$ cat src/rtl/bus_arbiter_if.sv
// Two-master request/response signals plus the shared slave bus, as seen by the arbiter.
interface bus_arbiter_if;
  logic [31:0] m0_addr, m0_wdata, m0_rdata;
  logic        m0_re, m0_ack, m0_err;
  logic [3:0]  m0_we;
  logic [31:0] m1_addr, m1_wdata, m1_rdata;
  logic        m1_re, m1_ack, m1_err;
  logic [3:0]  m1_we;
  logic [31:0] bus_addr, bus_wdata, bus_rdata;
  logic        bus_re, bus_ready;
  logic [3:0]  bus_we;

  // Arbiter side: takes requests, answers masters, drives the shared bus.
  modport slave (
    input  m0_addr, m0_re, m0_we, m0_wdata,
    output m0_ack, m0_err, m0_rdata,
    input  m1_addr, m1_re, m1_we, m1_wdata,
    output m1_ack, m1_err, m1_rdata,
    output bus_addr, bus_re, bus_we, bus_wdata,
    input  bus_rdata, bus_ready
  );

  // Environment side: the two masters and the selected slave.
  modport master (
    output m0_addr, m0_re, m0_we, m0_wdata,
    input  m0_ack, m0_err, m0_rdata,
    output m1_addr, m1_re, m1_we, m1_wdata,
    input  m1_ack, m1_err, m1_rdata,
    input  bus_addr, bus_re, bus_we, bus_wdata,
    output bus_rdata, bus_ready
  );
endinterface

$ cat src/rtl/bus_arbiter.sv
// Fetch/data master arbiter onto one shared bus: round-robin on contention,
// one transfer at a time, with a bounded wait for slave ready.
module bus_arbiter #(
  parameter int TIMEOUT = 16
) (
  input logic         clk,
  input logic         rst,
  bus_arbiter_if.slave bif
);
  localparam logic [1:0] IDLE = 2'd0;
  localparam logic [1:0] BUSY = 2'd1;
  localparam logic [1:0] DONE = 2'd2;
  localparam logic [3:0] TLAST = 4'(TIMEOUT - 1);

  logic [1:0]       state;
  logic             owner, last_grant, grant;
  logic [3:0]       wcnt;
  logic [1:0]       req, ack, err;
  logic [1:0][31:0] rdata;

  logic [31:0] o_addr, o_wdata;
  logic        o_re;
  logic [3:0]  o_we;

  assign req[0] = bif.m0_re | (|bif.m0_we);
  assign req[1] = bif.m1_re | (|bif.m1_we);

  // Lone requester wins; on a tie the master that did not win last time wins.
  assign grant = (&req) ? ~last_grant : req[1];

  assign o_addr  = owner ? bif.m1_addr  : bif.m0_addr;
  assign o_re    = owner ? bif.m1_re    : bif.m0_re;
  assign o_we    = owner ? bif.m1_we    : bif.m0_we;
  assign o_wdata = owner ? bif.m1_wdata : bif.m0_wdata;

  always_comb begin
    bif.bus_addr  = '0;
    bif.bus_re    = 1'b0;
    bif.bus_we    = '0;
    bif.bus_wdata = '0;
    if (state == BUSY) begin
      bif.bus_addr  = o_addr;
      bif.bus_re    = o_re & ~(|o_we);
      bif.bus_we    = o_we;
      bif.bus_wdata = o_wdata;
    end
  end

  always_ff @(posedge clk) begin
    if (rst) begin
      state      <= IDLE;
      owner      <= 1'b0;
      last_grant <= 1'b0;
      wcnt       <= '0;
      ack        <= '0;
      err        <= '0;
      rdata      <= '0;
    end else begin
      ack <= '0;
      err <= '0;
      case (state)
        IDLE: if (|req) begin
          owner      <= grant;
          last_grant <= grant;
          wcnt       <= '0;
          state      <= BUSY;
        end
        BUSY: begin
          // Ready takes priority over an expiring wait counter.
          if (bif.bus_ready) begin
            state        <= DONE;
            ack[owner]   <= 1'b1;
            rdata[owner] <= bif.bus_rdata;
          end else if (wcnt == TLAST) begin
            state        <= DONE;
            ack[owner]   <= 1'b1;
            err[owner]   <= 1'b1;
            rdata[owner] <= '0;
          end else begin
            wcnt <= wcnt + 4'd1;
          end
        end
        DONE:    state <= IDLE;
        default: state <= IDLE;
      endcase
    end
  end

  assign bif.m0_ack   = ack[0];
  assign bif.m1_ack   = ack[1];
  assign bif.m0_err   = err[0];
  assign bif.m1_err   = err[1];
  assign bif.m0_rdata = rdata[0];
  assign bif.m1_rdata = rdata[1];
endmodule

$ cat src/flat_wrapper.sv
// flat-port wrapper written by rule: the top's interface ports become plain ports
module bus_arbiter_flat 
#(
  parameter int TIMEOUT = 16
)
  (clk, rst, bif_m0_addr, bif_m0_re, bif_m0_we, bif_m0_wdata, bif_m0_ack, bif_m0_err, bif_m0_rdata, bif_m1_addr, bif_m1_re, bif_m1_we, bif_m1_wdata, bif_m1_ack, bif_m1_err, bif_m1_rdata, bif_bus_addr, bif_bus_re, bif_bus_we, bif_bus_wdata, bif_bus_rdata, bif_bus_ready);
  bus_arbiter_if bif_i ();
  input logic clk;
  input logic rst;
  input wire logic [$bits(bif_i.m0_addr)-1:0] bif_m0_addr;
  input wire logic [$bits(bif_i.m0_re)-1:0] bif_m0_re;
  input wire logic [$bits(bif_i.m0_we)-1:0] bif_m0_we;
  input wire logic [$bits(bif_i.m0_wdata)-1:0] bif_m0_wdata;
  output wire logic [$bits(bif_i.m0_ack)-1:0] bif_m0_ack;
  output wire logic [$bits(bif_i.m0_err)-1:0] bif_m0_err;
  output wire logic [$bits(bif_i.m0_rdata)-1:0] bif_m0_rdata;
  input wire logic [$bits(bif_i.m1_addr)-1:0] bif_m1_addr;
  input wire logic [$bits(bif_i.m1_re)-1:0] bif_m1_re;
  input wire logic [$bits(bif_i.m1_we)-1:0] bif_m1_we;
  input wire logic [$bits(bif_i.m1_wdata)-1:0] bif_m1_wdata;
  output wire logic [$bits(bif_i.m1_ack)-1:0] bif_m1_ack;
  output wire logic [$bits(bif_i.m1_err)-1:0] bif_m1_err;
  output wire logic [$bits(bif_i.m1_rdata)-1:0] bif_m1_rdata;
  output wire logic [$bits(bif_i.bus_addr)-1:0] bif_bus_addr;
  output wire logic [$bits(bif_i.bus_re)-1:0] bif_bus_re;
  output wire logic [$bits(bif_i.bus_we)-1:0] bif_bus_we;
  output wire logic [$bits(bif_i.bus_wdata)-1:0] bif_bus_wdata;
  input wire logic [$bits(bif_i.bus_rdata)-1:0] bif_bus_rdata;
  input wire logic [$bits(bif_i.bus_ready)-1:0] bif_bus_ready;
  assign bif_i.m0_addr = bif_m0_addr;
  assign bif_i.m0_re = bif_m0_re;
  assign bif_i.m0_we = bif_m0_we;
  assign bif_i.m0_wdata = bif_m0_wdata;
  assign bif_m0_ack = bif_i.m0_ack;
  assign bif_m0_err = bif_i.m0_err;
  assign bif_m0_rdata = bif_i.m0_rdata;
  assign bif_i.m1_addr = bif_m1_addr;
  assign bif_i.m1_re = bif_m1_re;
  assign bif_i.m1_we = bif_m1_we;
  assign bif_i.m1_wdata = bif_m1_wdata;
  assign bif_m1_ack = bif_i.m1_ack;
  assign bif_m1_err = bif_i.m1_err;
  assign bif_m1_rdata = bif_i.m1_rdata;
  assign bif_bus_addr = bif_i.bus_addr;
  assign bif_bus_re = bif_i.bus_re;
  assign bif_bus_we = bif_i.bus_we;
  assign bif_bus_wdata = bif_i.bus_wdata;
  assign bif_i.bus_rdata = bif_bus_rdata;
  assign bif_i.bus_ready = bif_bus_ready;
  bus_arbiter #(.TIMEOUT(TIMEOUT)) u_core (.clk(clk), .rst(rst), .bif(bif_i));
endmodule
$ cat config.mk
export PLATFORM = sky130hd
export DESIGN_NAME = bus_arbiter_flat
export DESIGN_NICKNAME = d
export VERILOG_FILES = /design/src/rtl/bus_arbiter_if.sv /design/src/rtl/bus_arbiter.sv /design/src/flat_wrapper.sv
export SDC_FILE = /design/constraint.sdc
export NUM_CORES = 1
export LEC_CHECK = 0
export CORE_AREA = 3 3 119 121
export CTS_CLUSTER_SIZE = 12
export DETAILED_ROUTE_END_ITERATION = 7
export DIE_AREA = 0 0 122 124
export PLACE_DENSITY = 0.74
export REMOVE_ABC_BUFFERS = 1
export SLEW_MARGIN = 20
export SYNTH_ARGS = -nofsm -noshare
export SYNTH_HDL_FRONTEND = slang
export SYNTH_SLANG_ARGS = --single-unit
export TNS_END_PERCENT = 5
$ cat constraint.sdc
create_clock -name clk -period 2.3 [get_ports clk]
set_clock_uncertainty 0.15 [all_clocks]
set_input_delay 0.345 -clock clk [delete_from_list [all_inputs] [get_ports clk]]
set_output_delay 0.345 -clock clk [all_outputs]
set_load 0.02 [all_outputs]
# Word-level counts from Yosys, hierarchy flattened
# Cells that the tools add are included.
dict set report totals {
  n_memories 0
  input_bits 173
  mem_bits_rw 0
  latch_bits 0
  output_inout_bits 137
  rom_bits 0
  regBits 75
  word_cells 65
}
dict set report op_classes {
  n_reduce_logical 15
  mux 26
  magnitude_cmp 2
  shift 0
  n_addsub 1
  n_eq_ne 6
  n_mul 0
  bitwise_logic 8
  div 0
}
# cell count
set op_table {}
lappend op_table {{32-bit two-way mux} 5}
lappend op_table {{64-bit two-way mux} 2}
lappend op_table {{64-bit bitwise AND} 1}
lappend op_table {{64-bit bitwise mux} 1}
lappend op_table {{64-bit NOT} 1}
lappend op_table {{32-bit demux with 1-bit select} 1}
lappend op_table {{4-bit two-way mux} 5}
lappend op_table {{4-bit OR reduction} 3}
lappend op_table {{2-bit two-way mux} 5}
lappend op_table {{4-bit case mux with 2 select lines} 1}
lappend op_table {{2-bit AND reduction} 4}
lappend op_table {{4-bit by 1-bit adder with 4-bit output (second input constant)} 1}
lappend op_table {{4-bit == test (second input constant)} 1}
lappend op_table {{1-bit two-way mux} 4}
lappend op_table {{2-bit inequality test (second input constant)} 2}
lappend op_table {{2-bit case mux with 2 select lines} 1}
lappend op_table {{4-bit AND reduction} 1}
lappend op_table {{2-bit nonzero test} 2}
lappend op_table {{2-bit OR reduction} 2}
lappend op_table {{3-bit inequality test (second input constant)} 1}
lappend op_table {{1-bit NOT} 3}
lappend op_table {{3-bit OR reduction} 1}
lappend op_table {{2-bit by 1-bit == test with 1-bit output (second input constant)} 1}
lappend op_table {{2-bit logical NOT} 1}
lappend op_table {{other kinds (7)} 8}

# Depth between registers and ports, before layout
# Gate-level depths: netlist of run 1.
dict set report depth {
  ltp_word 8
  depth_mapped 7
}

# Least setup slack after synthesis of run 1
# OpenSTA, ideal clock, no wires.
dict set report synth_path {
  path_kind {register -> output}
  start {reg u_core.state[0]}
  end {out bif_bus_wdata[14]}
  setup_slack_ns 0.423
  arrival_ns 1.382
  stages_incl_launch_ff 7
  cell_sequence {dfxtp_1 buf_2 nand2b_1 buf_2 clkbuf_1 clkbuf_1 nor2_1}
}
dict set report synth_between {
  elab_chain_len 2
}
# element line_no
set synth_lines {}
lappend synth_lines {{start: declaration} bus_arbiter.sv:15} ;# logic [1:0] state;
lappend synth_lines {{start signal: assignment} bus_arbiter.sv:51} ;# state <= IDLE;
lappend synth_lines {{start signal: assignment} bus_arbiter.sv:66} ;# state <= BUSY;
lappend synth_lines {{start signal: assignment} bus_arbiter.sv:71} ;# state <= DONE;
lappend synth_lines {{2-bit by 1-bit == test with 1-bit output} bus_arbiter.sv:41} ;# if (state == BUSY) begin
lappend synth_lines {{32-bit two-way mux} bus_arbiter.sv:41}
lappend synth_lines {{end: declaration} flat_wrapper.sv:27} ;# output wire logic [$bits(bif_i.bus_wdata)-1:0] bif_bus_wdata;
# Every way passes these cells.

# Final worst setup path of run 1
dict set report layout_path {
  start {in bif_m0_we[1]}
  end {out bif_bus_re}
}
dict set report layout_between {
  elab_chain_len 5
}
# element line_no
set layout_lines {}
lappend layout_lines {{start: declaration} flat_wrapper.sv:12} ;# input wire logic [$bits(bif_i.m0_we)-1:0] bif_m0_we;
lappend layout_lines {{4-bit two-way mux} bus_arbiter.sv:33} ;# assign o_we = owner ? bif.m1_we : bif.m0_we;
lappend layout_lines {{4-bit OR reduction} bus_arbiter.sv:43} ;# bif.bus_re = o_re & ~(|o_we);
lappend layout_lines {{1-bit NOT} bus_arbiter.sv:43}
lappend layout_lines {{1-bit bitwise AND} bus_arbiter.sv:43}
lappend layout_lines {{1-bit two-way mux} bus_arbiter.sv:41}
lappend layout_lines {{end: declaration} flat_wrapper.sv:25} ;# output wire logic [$bits(bif_i.bus_re)-1:0] bif_bus_re;
# Every way passes these cells.

==> results of run 1 <==
## logic make-up after synthesis
kind of cell / Yosys count
AOI/OAI and AO/OA: 77
adders and majority gates: 1
buffers and inverters: 45
DFF: 75
muxes: 68
and+or+nand+nor: 231
## power groups by stage
| stage | combinational (uW) | clock, uW | sequential (uW) |
|---|---|---|---|
| floorplan | 421 | 0 | 1450 |
| global placement | 1200 | 0 | 1390 |
| detailed placement | 1200 | 0 | 1390 |
| CTS | 1150 | 1270 | 1360 |
| global route | 1230 | 1320 | 1360 |
| finish | 1150 | 1240 | 1360 |
## worst reg2reg max path: cells and delay by family (launching register included)
kind                       cells  cell delay [ps]
DFF                            1              390
and+or+nand+nor                2              380
buffers and inverters          1              330
adders and majority gates      1              230
AOI/OAI and AO/OA              2              400
## path summary, 6_finish.rpt
kind	start	to	slack [ps]	cells after the start
max reg2reg	u_core.wcnt[0]	u_core.bif.m0_rdata[1]	340	6
max	bif_m0_we[1]	bif_bus_re	30	5
min	u_core.bif.m0_rdata[13]	u_core.bif.m0_rdata[13]	300	2
min reg2reg	u_core.bif.m0_rdata[13]	u_core.bif.m0_rdata[13]	300	2
## cell usage after synthesis, types with 2 or more instances
cell type,count
nand3_1,68
or4_4,2
dfxtp_1,75
a21oi_1,70
mux2i_1,68
nand2_1,68
buf_2,15
nor3_1,2
nor2_1,78
clkbuf_1,30
## repair_timing
action	in CTS	in global routing
setup buffers	1	0
setup endpoints to repair	68	1
resized for setup	74	1
pin swaps	0	3
## state kept, by name, summed over array words and instances (netlist names)
signal,count
u_core.state,2
u_core.wcnt,4
u_core.bif.m1_rdata,32
u_core.owner,1
u_core.bif.m0_rdata,32
u_core.err,2
u_core.ack,2
## stage by stage
step	utilization, %	setup TNS, ps	setup slack (ps)	power (uW)
floorplan	-	-228580	-2420	1870
global placement	54.9	-510	-510	2590
detailed placement	54.9	-607	-538	2590
CTS	56.4	-20.0	-20.0	3780
global route	56.4	0	0.953	3910
finish	56.4	0	31.4	3750
## routing by layer
metal	GRT usage [%]	share of wire (%)	up-vias
met3	8.27	11	26
li1	-	-	2307
met1	24.4	37	2218
met2	38.2	50	247
met4	7.70	2.1	0
met5	0	0	-
## area by class of cell
cell class                 instances  share of cell area [%]
multi-input combinational        377                    29.0
antenna                            1                  0.0336
clock inverter                     5                   0.420
sequential                        75                    20.2
clock buffer                      10                    3.08
timing repair buffer             336                    44.3
tap                              176                    2.96
==> impl_metrics.toml, run 1 <==
[status]
outcome = "complete, no violations"

[global_route]
grt_start_max_net_pins = 76
grt_first_pass_wirelength_um = 25400
antenna_found_initial = 1
first_global_vias = 4641
grt.total_usage_pct = 21.8
gr-total-overflow = 0

[power]
irDropWorstVdd_uv = 262
p_comb_share_pct = 30.6
p_int_uw = 2640
power_frac_seq_pct = 36.2
p_clk_share_pct = 33.1
power.leakage_uw = 0.00294
p_switching_uw = 1110
p_sw_share_pct = 29.5
powerDensity_mw_per_mm2 = 503

[worst_setup_path]
path_max_fanout = 2
critPathBufInv = 2
cp_cell_sequence = "clkdlybuf4s50_1 -> or4_4 -> nor3b_2 -> o21a_1 -> buf_6"
start_kind = "input pin"
crit_path_top_delay_cell = "or4_4"
worstPathArrival_ps = 1770
end_kind = "output port"
cp_data_required_time_ps = 1800
worstSetupPathType = "input pin to output port"
critPathTopFamily = "simple AND/OR/NAND/NOR gates"
cpPeakStageDelay_ps = 530

[place]
hpwl_um = 13700
gp_congestion = 0.868
portBuffers = 309
post-place-cells = 963
dpl_cell_area_mm2 = 0.00725

[clock_tree]
holdBufCountCts = 0
cts_buffer_depth = 2
clkTransAtPathRegs_ps = 60
cts_tree = "yes"
cts-root-buf = "clkbuf_16"
clk_latency_ps = 340
cts_buffers = 9
cts_sinks = 75
htree_levels = 3

[finish]
layout_common_cells = "clkdlybuf4s50_1 (237), nor2_1 (78), dfxtp_1 (74), a21oi_1 (70)"
area_growth_pct = 94.0
fillers = 1215
design_area_mm2 = 0.00744
drive_gt1_share_pct = 6.97
regArea_mm2 = 0.00151
fin_nets = 973
final_common_cell = "clkdlybuf4s50_1"
final_cells = 980
multiInputGateArea_mm2 = 0.00216

[floorplanning]
die-area_mm2 = 0.0151
die_h_um = 124
row_count = 42
initial_core_util_pct = 29.1
die_w_um = 122
io_pins = 310
coreArea_mm2 = 0.0132

[route]
dr.pass1.iters = 7
routed_wl_um = 17600
route.vias.total = 4798
post-route-drc-count = 0
antenna_left = 0
wire_per_inst_um = 18.0
initialDrtViolationCount = 311
drt-vias-per-instance = 4.90

[sta]
hold_violations = 0
slew_headroom_pct = 66.0
worst_hold_slack_ps = 303
grt_setup_unrepaired = "false"
worst_slew_pin_slew_ps = 510
fmax_mhz = 441
period_share_pct = 98.6
fin_crit_ps = 2270
finalSetupViolCount = 0
final_max_slew_viol_count = 0

[synth]
post_synth_and_or_nand_nor_area_fraction_pct = 27.1
syn_inst = 497
synth_mux_area_share_pct = 17.7
yosys.area_share.adder_pct = 0.326
synth_edf_count = 0
synth_compound_area_share_pct = 10.8
synth_area_mm2 = 0.00384
synth_top_area_cell = "dfxtp_1"
yosys_register_bits = 75
yosys.area_share.xor_xnor_pct = 0
synth_top_area_share_pct = 39.1
ys_top_cells_by_area = "dfxtp_1 (39%), mux2i_1 (18%), a21oi_1 (9.1%), nand3_1 (8.9%), nor2_1 (7.6%)"
ys_warn_count = 0
synth_async_sr_flop_share_pct = 0
synth_top_family_by_area = "simple AND/OR/NAND/NOR gates"
syn_area_per_cell_um2 = 7.72
synth_top_flop_cell = "dfxtp_1"
yosysUniqueCellTypes = 31
ys_seq_area_share_pct = 39.1

[job]
maxCapViolCount = 0

[hold_path]
holdCritPathClass = "flop to flop"
(Power assumes the default switching activity.)
==> run 2: changes to the inputs <==
CAP_MARGIN = 40   (was default)
==> results of run 2 <==
Final layout, timing and power as in run 1 (identical DEF).
